File: src/rtl/btn_select_if.sv
// Button-select bundle: raw buttons in; debounced levels, selection code and press pulse out.
interface btn_select_if;
  logic [3:0] btn;
  logic [3:0] sel;
  logic       press;
  logic [3:0] stable;

  modport master (output btn, input sel, input press, input stable);
  modport slave  (input btn, output sel, output press, output stable);
endinterface

File: src/rtl/btn_select.sv
// Four independent synchronize-and-debounce channels feeding a lowest-index-wins press selector.
module btn_select #(
  parameter int unsigned DEBOUNCE_CYCLES = 1000000
) (
  input  logic         clk,
  input  logic         rst,
  btn_select_if.slave  io
);

  localparam int unsigned CW     = $clog2(DEBOUNCE_CYCLES + 1);
  localparam int unsigned LAST_I = (DEBOUNCE_CYCLES >= 2) ? DEBOUNCE_CYCLES - 2 : 0;
  localparam logic [CW-1:0] LAST = LAST_I[CW-1:0];
  localparam bit ONE_CYCLE       = (DEBOUNCE_CYCLES == 1);

  localparam logic [1:0] IDLE_LOW  = 2'd0;
  localparam logic [1:0] WAIT_HIGH = 2'd1;
  localparam logic [1:0] IDLE_HIGH = 2'd2;
  localparam logic [1:0] WAIT_LOW  = 2'd3;

  logic [3:0]    sync1_q, sync2_q;
  logic [1:0]    st_q  [4];
  logic [1:0]    st_d  [4];
  logic [CW-1:0] cnt_q [4];
  logic [CW-1:0] cnt_d [4];
  logic [3:0]    stable_q, stable_d;
  logic [3:0]    sel_q, sel_d;
  logic          press_q, press_d;
  logic [3:0]    rise;

  // The IDLE edge that sees the new level counts as the first of the
  // DEBOUNCE_CYCLES edges, so WAIT accepts once the counter reaches D-2.
  always_comb begin
    for (int unsigned i = 0; i < 4; i++) begin
      st_d[i]     = st_q[i];
      cnt_d[i]    = cnt_q[i];
      stable_d[i] = stable_q[i];
      case (st_q[i])
        IDLE_LOW: begin
          cnt_d[i] = '0;
          if (sync2_q[i]) begin
            if (ONE_CYCLE) begin
              stable_d[i] = 1'b1;
              st_d[i]     = IDLE_HIGH;
            end else begin
              st_d[i] = WAIT_HIGH;
            end
          end
        end
        WAIT_HIGH: begin
          if (!sync2_q[i]) begin
            st_d[i]  = IDLE_LOW;
            cnt_d[i] = '0;
          end else if (cnt_q[i] == LAST) begin
            stable_d[i] = 1'b1;
            st_d[i]     = IDLE_HIGH;
            cnt_d[i]    = '0;
          end else begin
            cnt_d[i] = cnt_q[i] + CW'(1);
          end
        end
        IDLE_HIGH: begin
          cnt_d[i] = '0;
          if (!sync2_q[i]) begin
            if (ONE_CYCLE) begin
              stable_d[i] = 1'b0;
              st_d[i]     = IDLE_LOW;
            end else begin
              st_d[i] = WAIT_LOW;
            end
          end
        end
        WAIT_LOW: begin
          if (sync2_q[i]) begin
            st_d[i]  = IDLE_HIGH;
            cnt_d[i] = '0;
          end else if (cnt_q[i] == LAST) begin
            stable_d[i] = 1'b0;
            st_d[i]     = IDLE_LOW;
            cnt_d[i]    = '0;
          end else begin
            cnt_d[i] = cnt_q[i] + CW'(1);
          end
        end
        default: begin
          st_d[i]  = IDLE_LOW;
          cnt_d[i] = '0;
        end
      endcase
    end
  end

  // Selection is driven from stable_d so sel and press land on the same edge as stable.
  always_comb begin
    rise    = stable_d & ~stable_q;
    press_d = |rise;
    sel_d   = sel_q;
    casez (rise)
      4'b???1: sel_d = 4'b0001;
      4'b??10: sel_d = 4'b0010;
      4'b?100: sel_d = 4'b0100;
      4'b1000: sel_d = 4'b1000;
      default: sel_d = sel_q;
    endcase
  end

  always_ff @(posedge clk or posedge rst) begin
    if (rst) begin
      sync1_q  <= '0;
      sync2_q  <= '0;
      stable_q <= '0;
      sel_q    <= '0;
      press_q  <= 1'b0;
      for (int unsigned i = 0; i < 4; i++) begin
        st_q[i]  <= IDLE_LOW;
        cnt_q[i] <= '0;
      end
    end else begin
      sync1_q  <= io.btn;
      sync2_q  <= sync1_q;
      stable_q <= stable_d;
      sel_q    <= sel_d;
      press_q  <= press_d;
      for (int unsigned i = 0; i < 4; i++) begin
        st_q[i]  <= st_d[i];
        cnt_q[i] <= cnt_d[i];
      end
    end
  end

  assign io.sel    = sel_q;
  assign io.press  = press_q;
  assign io.stable = stable_q;

endmodule

File: src/flat_wrapper.sv
// flat-port wrapper written by rule: the top's interface ports become plain ports
module btn_select_flat 
#(
  parameter int unsigned DEBOUNCE_CYCLES = 1000000
)
  (clk, rst, io_btn, io_sel, io_press, io_stable);
  btn_select_if io_i ();
  input  logic clk;
  input  logic rst;
  input wire logic [$bits(io_i.btn)-1:0] io_btn;
  output wire logic [$bits(io_i.sel)-1:0] io_sel;
  output wire logic [$bits(io_i.press)-1:0] io_press;
  output wire logic [$bits(io_i.stable)-1:0] io_stable;
  assign io_i.btn = io_btn;
  assign io_sel = io_i.sel;
  assign io_press = io_i.press;
  assign io_stable = io_i.stable;
  btn_select #(.DEBOUNCE_CYCLES(DEBOUNCE_CYCLES)) u_core (.clk(clk), .rst(rst), .io(io_i));
endmodule
File: config.mk
export PLATFORM = sky130hd
export DESIGN_NAME = btn_select_flat
export DESIGN_NICKNAME = d
export VERILOG_FILES = /design/src/rtl/btn_select_if.sv /design/src/rtl/btn_select.sv /design/src/flat_wrapper.sv
export SDC_FILE = /design/constraint.sdc
export NUM_CORES = 1
export LEC_CHECK = 0
export CORE_ASPECT_RATIO = 0.8
export CORE_MARGIN = 2
export CORE_UTILIZATION = 39
export CTS_CLUSTER_DIAMETER = 50
export CTS_CLUSTER_SIZE = 8
export DETAILED_ROUTE_END_ITERATION = 6
export GPL_TIMING_DRIVEN = 0
export HOLD_SLACK_MARGIN = 0.06
export MAX_ROUTING_LAYER = met4
export PLACE_DENSITY = 0.56
export SYNTH_ARGS = -nofsm -noshare
export SYNTH_HDL_FRONTEND = slang
export SYNTH_SLANG_ARGS = --single-unit
File: constraint.sdc
create_clock -name clk -period 3.5 [get_ports clk]
set_clock_uncertainty 0.2 [all_clocks]
set_input_delay 0.525 -clock clk [delete_from_list [all_inputs] [get_ports clk]]
set_output_delay 0.525 -clock clk [all_outputs]
set_load 0.02 [all_outputs]
==> metrics.txt <==
Tot GR Track Use 0.157; Final Max Slew Viols 0; largest stage delay on the critical path 0.53 ns; worst min path class reg -> reg; CP Capture Type flop; Ys Warns 0; Setup TNS Final 0 ns; fillers about 1200; pin count of the biggest net entering global routing 68; PortBufs 14; vias per cell ~5.0; critical path's slowest cell or4b_1; Worst Tran Pin Value between 0.5 and 0.6 ns; Synthesized Nets between 500 and 600; Hold Fails Final Rpt 0; Worst EP required roughly 3.6 ns; Yosys top cell area share 0.524; core area ~0.013 sq mm; library cells used by synthesis 46; RePlAce Congestion 0.787; DP Area approximately 0.0054 sq mm; Residual DRC 0; DP Cell Count 690; mapped cell area ~0.0050 sq mm; final net count 540; clk slew on worst S/H paths approximately 0.07 ns; # hold bufs at CTS 0; WS Path Type reg -> reg; Max-Cap Viols 0; GRT overflow 0; vias about 3500; LEAKAGE 2.29 nW; worst path cell trace or4b_1, nor3_1, nand4_1, a21boi_0, nor3_1; Max VDD drop around 0.22 mV; DR pass1 iterations 5; CP Launch Type flop; Gate Count Post-Synth 500; outcome complete, no violations; normalized max-slew margin 0.656; die width 131 um; H-tree depth 3; Hold WS 0.153 ns; Post-DP HPWL approximately 6400 um; Syn Area/Cell about 10 sq um; RSZ-0062 raised after global routing no; Design Area, Final around 0.0057 sq mm; post-synthesis register bit count 105; fraction of the cycle the final worst path needs 0.640; # IOs 15; drt wl/cell 13.2 um; Storage cell area about 0.0026 sq mm; maximum clock frequency about 450 MHz; initial antenna violation count 0; Async SR Flop Fraction 1.00; vias in the first global route about 3500; share of cells above drive strength 1 0.0734; leading area contributor after synthesis dfrtp_1; Initial Util 0.394; DR iter-0 viols 160; cell mode on critical path nor3_1; area of the multi-input gates ~0.0023 sq mm; Post-CTS Setup Bufs 0; fin crit period between 2 and 2.5 ns; CTS root buffer clkbuf_16; CTS tree built; Area Growth Syn to Fin 14.1%; global-route wire length before repair between 15000 and 20000 um; CP arrival around 2.3 ns; n_diodes 0; die footprint about 0.014 sq mm; Post-CTS Resized 0; Sink Count 105; Longest Clk Path Bufs 2; row count 37; non-filler cells, final approximately 700; CTS Buf Count 9; later-pin clock latency in the skew report 0.34 ns; WL final 9310 um; EDFF count, synth 0; register area share after synthesis 0.524; CP max FO 6; Post-DRT Antenna Nets 0; chip height 105 um; Tot Pwr between 0.002 and 0.0025 W; PD cells around 420 mW/mm^2; top_reg_cell synth dfrtp_1; final setup fails 0; top area cells in the synthesized netlist dfrtp_1 (52%), nor2_1 (6.4%), xor2_1 (6.3%)
[layout make-up]
| class | count | share of cell area |
|---|---|---|
| Clock inverter | 6 | 0.0159 |
| Multi-Input combinational cell | 368 | 0.398 |
| Tap cell | 175 | 0.0382 |
| Inverter | 15 | 0.0103 |
| Sequential cell | 105 | 0.459 |
| Buffer | 12 | 0.00939 |
| Clock buffer | 10 | 0.0400 |
| Timing Repair Buffer | 15 | 0.0293 |
[cell usage after synthesis (3+ instances only)]
cell type	instances
a21oi_1	10
and2_1	5
and3_1	8
and4_1	8
and4_2	3
buf_2	6
clkbuf_1	5
dfrtp_1	105
ha_1	8
inv_1	15
nand2_1	32
nand3_1	39
nand4_1	20
nand4b_1	3
nor2_1	85
nor3_1	26
nor4_1	3
nor4b_1	5
nor4bb_1	3
o21ai_0	8
or3_1	6
xnor2_1	35
xor2_1	36
[cells by family after synthesis]
logic type / Yosys count / share of synthesized area
simple gates: 260 / 0.273
flops: 105 / 0.524
xor+xnor: 71 / 0.124
compound gates: 27 / 0.0329
buf+inv: 27 / 0.0219
fa+ha+maj: 8 / 0.0200
mux: 2 / 0.00449
[final timing paths]
path	from	to	slack, ns	cells after the start
worst max-delay path	u_core.cnt_q[32]	u_core.io.sel[2]	1.26	5
worst min-delay path	u_core.sync1_q[3]	u_core.sync2_q[3]	0.15	0
worst max register to register	u_core.cnt_q[32]	u_core.io.sel[2]	1.26	5
worst min register to register	u_core.sync1_q[3]	u_core.sync2_q[3]	0.15	0
max in group asynchronous	rst	u_core.cnt_q[77]	2.02	3
min in group asynchronous	rst	u_core.sync1_q[3]	0.38	2
[stage by stage]
stage,worst slack [ns],utilization
final,1.26,0.450
after global routing,1.05,0.450
after CTS,1.22,0.450
after detailed placement,1.23,0.425
after global placement,-1.60,0.422
after floorplan,0.0145,-
[layout by cell type, fill, tap and decap left out, types with 2 or more instances in the layout]
cell	synthesis	layout
dfrtp_1	105	105
nor2_1	85	85
nand3_1	39	39
xor2_1	36	36
xnor2_1	35	35
nand2_1	32	32
nor3_1	26	26
nand4_1	20	20
inv_1	15	14
clkdlybuf4s50_1	0	14
a21oi_1	10	10
clkbuf_16	0	9
and4_1	8	8
and3_1	8	8
o21ai_0	8	8
ha_1	8	8
buf_2	6	6
clkbuf_1	5	6
or3_1	6	6
and2_1	5	5
nor4b_1	5	5
nand4b_1	3	3
and4_2	3	3
nor4bb_1	3	3
nor4_1	3	3
or4b_1	2	2
a2bb2oi_1	2	2
mux2_2	2	2
bufinv_16	0	2
clkinv_4	0	2
[layer usage]
layer,part of all wire,GRT usage
met1,0.52,0.215
met2,0.44,0.229
met3,0.027,0.0416
met4,0.017,0.0464
met5,0,-
[where the power goes]
| group | internal, W | switching (W) | leakage, nW |
|---|---|---|---|
| registers | 0.00122 | 0.0000112 | 1.44 |
| logic | 0.0000192 | 0.0000483 | 0.694 |
| clock network | 0.000631 | 0.000453 | 0.157 |
| total | 0.00187 | 0.000513 | 2.29 |
[state kept, by name (all words and copies together) (netlist names), named ones only]
register,count
u_core.cnt_q,80
u_core.io.sel,4
u_core.io.stable,4
u_core.st_q,4
u_core.sync1_q,4
u_core.sync2_q,4
u_core.io.press,1
[worst max-delay path, delay by kind of cell, from the launching register on]
kind               cells  cell delay, ns
and+or+nand+nor        4            1.29
DFF                    1            0.44
AOI/OAI and AO/OA      1            0.22
Power figures use the tool's default switching activity.
